<file path="src/rtl/ising_pkg.sv">
// ising_pkg: shared widths, spin encoding, LFSR taps and FSM states for the dE/2 feeder
package ising_pkg;
  localparam int L_LOG2 = 5;
  localparam int DE_W = 5;
  localparam int RAND_W = 12;
  localparam logic [11:0] LFSR_TAPS = 12'hE08;
  localparam logic SPIN_UP = 1'b1;
  typedef enum logic [1:0] {S_IDLE, S_FETCH, S_DRAIN, S_OUT} state_t;
endpackage

</file>
<file path="src/rtl/ising_lfsr12.sv">
// ising_lfsr12: 12-bit Fibonacci LFSR (taps 12,11,10,4), advances only when stepped
module ising_lfsr12
  import ising_pkg::*;
(
  input  logic        clk,
  input  logic        rst,
  input  logic        step,
  input  logic [11:0] seed,
  output logic [11:0] q
);
  logic [11:0] r_q;
  always_ff @(posedge clk or posedge rst)
    if (rst) r_q <= seed;
    else if (step) r_q <= {r_q[10:0], ^(r_q & LFSR_TAPS)};
  assign q = r_q;
endmodule

</file>
<file path="src/rtl/ising_delta_e_gen.sv">
// ising_delta_e_gen: fetches a site and its 4 periodic neighbours, emits dE/2 with a random word
module ising_delta_e_gen #(
  parameter int          L_LOG2    = ising_pkg::L_LOG2,
  parameter int          RAND_W    = ising_pkg::RAND_W,
  parameter logic [11:0] LFSR_SEED = 12'hACE
) (
  input  logic                  clk,
  input  logic                  rst,
  input  logic                  start,
  input  logic [L_LOG2-1:0]     site_x,
  input  logic [L_LOG2-1:0]     site_y,
  output logic                  busy,
  output logic                  mem_rd_en,
  output logic [2*L_LOG2-1:0]   mem_addr,
  input  logic                  mem_rd_data,
  output logic                  de_valid,
  input  logic                  de_ready,
  output logic [4:0]            de_half,
  output logic [RAND_W-1:0]     rand_out,
  output logic [L_LOG2-1:0]     out_x,
  output logic [L_LOG2-1:0]     out_y
);
  import ising_pkg::*;
  state_t r_state, w_next;
  logic [2:0] r_k, r_n, w_n;
  logic [L_LOG2-1:0] r_x, r_y, w_ax, w_ay;
  logic r_sc;
  logic [DE_W-1:0] r_de, w_sum, w_de;
  logic [11:0] w_q;
  always_ff @(posedge clk or posedge rst)
    if (rst) r_state <= S_IDLE;
    else r_state <= w_next;
  always_comb begin
    w_next = r_state == S_IDLE  ? (start ? S_FETCH : S_IDLE) :
             r_state == S_FETCH ? (r_k == 3'd4 ? S_DRAIN : S_FETCH) :
             r_state == S_DRAIN ? S_OUT :
             (de_ready ? S_IDLE : S_OUT);
  end
  // neighbour order: centre, up, down, left, right; wrap falls out of the L_LOG2-bit width
  assign w_ay = r_k == 3'd1 ? r_y - L_LOG2'(1) : r_k == 3'd2 ? r_y + L_LOG2'(1) : r_y;
  assign w_ax = r_k == 3'd3 ? r_x - L_LOG2'(1) : r_k == 3'd4 ? r_x + L_LOG2'(1) : r_x;
  assign w_n = r_n + {2'b00, mem_rd_data};
  assign w_sum = {1'b0, w_n, 1'b0} - DE_W'(4);
  assign w_de = r_sc == SPIN_UP ? w_sum : -w_sum;
  always_ff @(posedge clk or posedge rst)
    if (rst) begin
      r_k <= '0;
      r_n <= '0;
      r_x <= '0;
      r_y <= '0;
      r_sc <= 1'b0;
      r_de <= '0;
    end else begin
      if (r_state == S_IDLE && start) begin
        r_x <= site_x;
        r_y <= site_y;
        r_n <= '0;
        r_k <= '0;
      end
      // read k returns in the cycle where r_k == k+1
      if (r_state == S_FETCH) begin
        r_k <= r_k + 3'd1;
        if (r_k == 3'd1) r_sc <= mem_rd_data;
        if (r_k >= 3'd2) r_n <= w_n;
      end
      if (r_state == S_DRAIN) r_de <= w_de;
    end
  ising_lfsr12 u_lfsr (
    .clk  (clk),
    .rst  (rst),
    .step (de_valid & de_ready),
    .seed (LFSR_SEED),
    .q    (w_q)
  );
  assign busy = r_state != S_IDLE;
  assign mem_rd_en = r_state == S_FETCH;
  assign mem_addr = r_state == S_FETCH ? {w_ay, w_ax} : '0;
  assign de_valid = r_state == S_OUT;
  assign de_half = r_de;
  assign rand_out = w_q;
  assign out_x = r_x;
  assign out_y = r_y;
endmodule

</file>
<file path="config.mk">
export PLATFORM = sky130hd
export DESIGN_NAME = ising_delta_e_gen
export DESIGN_NICKNAME = d
export VERILOG_FILES = /design/src/rtl/ising_pkg.sv /design/src/rtl/ising_lfsr12.sv /design/src/rtl/ising_delta_e_gen.sv
export SDC_FILE = /design/constraint.sdc
export NUM_CORES = 1
export LEC_CHECK = 0
export BUFFER_PORTS_ARGS = -buffer_cell sky130_fd_sc_hd__buf_2
export CAP_MARGIN = 0
export CELL_PAD_IN_SITES_DETAIL_PLACEMENT = 0
export CELL_PAD_IN_SITES_GLOBAL_PLACEMENT = 1
export CORE_UTILIZATION = 35
export DETAILED_ROUTE_END_ITERATION = 10
export MAX_ROUTING_LAYER = met4
export PLACE_DENSITY = 0.76
export SETUP_SLACK_MARGIN = 0.3
export SLEW_MARGIN = 20
export SYNTH_ARGS = -nofsm -noshare
export SYNTH_HDL_FRONTEND = slang
export SYNTH_SLANG_ARGS = --single-unit
</file>
<file path="constraint.sdc">
create_clock -name clk -period 2.3 [get_ports clk]
set_clock_uncertainty 0.15 [all_clocks]
set_input_delay 0.345 -clock clk [delete_from_list [all_inputs] [get_ports clk]]
set_output_delay 0.345 -clock clk [all_outputs]
set_load 0.05 [all_outputs]
</file>
==> flow_metrics.py <==
metrics = {
    "floorplan": {
        "ios": 55,
        "die_y_um": 79.2,
        "die_area_um2": 6280,
        "core_area_um2": 5640,
        "placementRows": 27,
        "die_w_um": 79.2,
        "initial_core_util": 0.370,
    },
    "sta": {
        "rsz0062_at_grt": "yes",
        "slew_viol_final": 0,
        "fin_crit_sh": 1.09,
        "fin_hold_ws_ns": 0.00472,
        "setup_viol": 7,
        "fin_crit_ns": 2.50,
        "final-hold-violation-count": 0,
        "setup_slack_ns": -0.197,
        "finalSetupTns_ns": -0.796,
        "fmax_ghz": 0.400,
    },
    "final_layout": {
        "mostFrequentLayoutCell": "buf_2",
        "antenna_cells": 0,
        "finalNetCount": 311,
        "area_growth_pct": 45.1,
        "drive_gt1_frac": 0.541,
        "stdcell_count": 355,
        "final_cell_mix": "buf_2 (43), nand2_1 (34), dfrtp_1 (22)",
    },
    "placed_design": {
        "portBuffers": 53,
        "hpwl_um": 3380,
        "place_congestion": 0.807,
        "dpl.cell_count": 339,
    },
    "run_status": {
        "outcome": "finished, violations left",
        "violations": "negative setup slack",
    },
    "logic_synthesis": {
        "netlist-cell-type-count": 42,
        "yosys.area.top_type": "dfrtp_1",
        "synth.area.top_cells": "dfrtp_1 (34%), dfstp_2 (8.8%), ha_1 (8.4%), nand2_1 (6.5%), mux2_2 (6.5%)",
        "yosysWarnings": 0,
        "syn-num-nets": 238,
        "synth_cells": 209,
        "synth.cell_area_um2": 2090,
        "avgSynthCellArea_um2": 9.99,
        "yosysSeqAreaShare": 0.424,
        "synth_top_area_share": 0.336,
        "synth_seq_cells": 35,
    },
    "routing": {
        "vias": 1685,
        "post-route-drc-count": 0,
        "drt-pass1-iter-count": 4,
        "wl_per_cell_um": 13.4,
        "drt_wl_total_um": 4750,
        "viasPerCell": 4.75,
        "ant_nets": 0,
        "drt_iter0_markers": 49,
    },
    "worst_setup_path": {
        "start_kind": "flop",
        "critPathMaxFanout": 6,
        "required_ns": 1.80,
        "cp.arrival_ns": 2.00,
        "end_kind": "output port",
        "critPathKind": "reg -> out",
    },
    "power_and_ir_drop": {
        "power_per_cell_area_nw_per_um2": 1540,
        "ir_worst_vdd_v": 0.000845,
        "seqPwrFrac": 0.217,
        "clock_power_share": 0.107,
        "power.leakage_nw": 1.37,
        "power.switching_mw": 2.34,
        "p_sw_frac": 0.501,
        "intPower_mw": 2.34,
        "pwr-share-comb": 0.676,
    },
    "grt": {
        "grt_pass1_vias": 1664,
        "grt_max_degree": 36,
        "overflow": 0,
        "antenna_found_initial": 0,
        "grt_pass1_wl_um": 7820,
        "track_usage": 0.166,
    },
    "cts": {
        "cts_tree": "yes",
        "cts_sinks": 35,
        "cts_made_buffers": 5,
        "path_clk_slew_ns": 0.08,
        "cts-root-buf": "clkbuf_8",
        "cts.htree.levels": 2,
        "clkLatencyLatePin_ns": 0.28,
        "clock_path_buffers": 2,
    },
    "worst_hold_path": {
        "hold_path_class": "in -> async",
    },
    "run": {
        "maxCapViolations": 0,
    },
}
[synth_stat cells]
| library cell | instances |
|---|---|
| nand2_1 | 36 |
| dfrtp_1 | 28 |
| ha_1 | 14 |
| mux2_2 | 12 |
| inv_1 | 11 |
| o21ai_0 | 11 |
| nand2b_1 | 9 |
| a21oi_1 | 7 |
| dfstp_2 | 7 |
| mux2i_1 | 7 |
| xnor2_1 | 7 |
| nor2_1 | 5 |
| a31oi_1 | 4 |
| buf_6 | 4 |
| nand3b_1 | 4 |
| nand4b_1 | 4 |
| buf_2 | 3 |
| nand3_1 | 3 |
| nor2b_1 | 3 |
| o21ai_1 | 3 |
| or2_2 | 3 |
| a22o_1 | 2 |
| buf_4 | 2 |
| or3b_1 | 2 |
| a21oi_2 | 1 |
| a221o_1 | 1 |
| and2_1 | 1 |
| and3b_1 | 1 |
| clkbuf_1 | 1 |
| conb_1 | 1 |
| inv_2 | 1 |
| nand2b_4 | 1 |
| nand3_2 | 1 |
| nand4bb_1 | 1 |
| nor3b_1 | 1 |
| nor3b_4 | 1 |
| o21bai_1 | 1 |
| o22ai_1 | 1 |
| o31ai_1 | 1 |
| o32ai_1 | 1 |
| or3_1 | 1 |
| or4b_1 | 1 |
[metal layers]
layer / vias up / track usage / wire, um
li1: 854 / - / -
met1: 792 / 0.220 / 2350
met2: 34 / 0.260 / 2220
met3: 5 / 0.0299 / 153
met4: 0 / 0.0436 / 29
met5: - / - / 0
[sequential cells by signal (all words and copies together), names as in the netlist]
| register | cells |
|---|---|
| r_n | 3 |
| de_half | 4 |
| r_sc | 1 |
| r_state | 2 |
| out_y | 5 |
| out_x | 5 |
| u_lfsr.q | 12 |
| r_k | 3 |
[critical path: stages, from the launching register on]
cell and delay (ns):
dfrtp_1 0.38, ha_2 0.20, ha_4 0.15, or4b_4 0.47, o21ai_4 0.09, mux2i_4 0.24, buf_6 0.17
[worst paths after layout]
check | endpoint | startpoint | slack (ns) | cells after the start
worst max register to register | de_half[4] | r_n[0] | 0.41 | 7
worst max-delay path | mem_addr[3] | r_k[1] | -0.20 | 6
worst min register to register | de_half[2] | de_half[2] | 0.34 | 2
worst min-delay path | de_half[2] | rst | 0.005 | 3
min in group clk | out_y[2] | site_y[2] | 0.10 | 3
max in group asynchronous | u_lfsr.q[7] | rst | 1.64 | 3
[power groups by stage]
stage | sequential, mW | clock, mW | combinational [mW]
5_1_grt | 1.05 | 0.541 | 3.40
3_5_place_dp | 1.02 | 0 | 2.66
2_1_floorplan | 1.38 | 0 | 1.74
3_3_place_gp | 1.01 | 0 | 2.64
6_report | 1.02 | 0.500 | 3.16
4_1_cts | 1.01 | 0.514 | 3.10
[cell families (layout without fill, tap and decap cells)]
kind of cell | count (synthesis) | after routing | synth area share
simple gates | 78 | 78 | 0.210
buf+inv | 22 | 96 | 0.0593
other cells | 1 | 1 | 0.00180
flops | 35 | 35 | 0.424
mux | 19 | 19 | 0.0983
xor+xnor | 7 | 7 | 0.0294
fa+ha+maj | 14 | 14 | 0.0839
compound gates | 33 | 33 | 0.0941
[through the flow]
stage	power (mW)	instance area [um^2]	worst slack [ns]	util
final	4.68	3030	-0.197	0.537
after global routing	4.99	3030	-0.249	0.537
after CTS	4.62	2980	-0.183	0.529
after detailed placement	3.68	2640	-0.00425	0.467
after global placement	3.65	2640	0.0341	0.467
after floorplan	3.12	2260	0.00334	-
[repair_timing]
item / 4_1_cts / 5_1_grt
resized for setup: 48 / 6
pin swaps: 13 / 8
gates cloned: 0 / 0
setup buffers: 6 / 2
hold buffers: 0 / 0
setup endpoints to repair: 11 / 11
[layout make-up]
cell class	instances	area, um^2
multi-input combinational	152	1370
clock inverter	1	7.51
clock buffer	7	96.3
inverter	12	52.6
fill	535	2610
timing repair buffer	76	519
tap	72	90.1
sequential	35	892
Power figures use the tool's default switching activity.
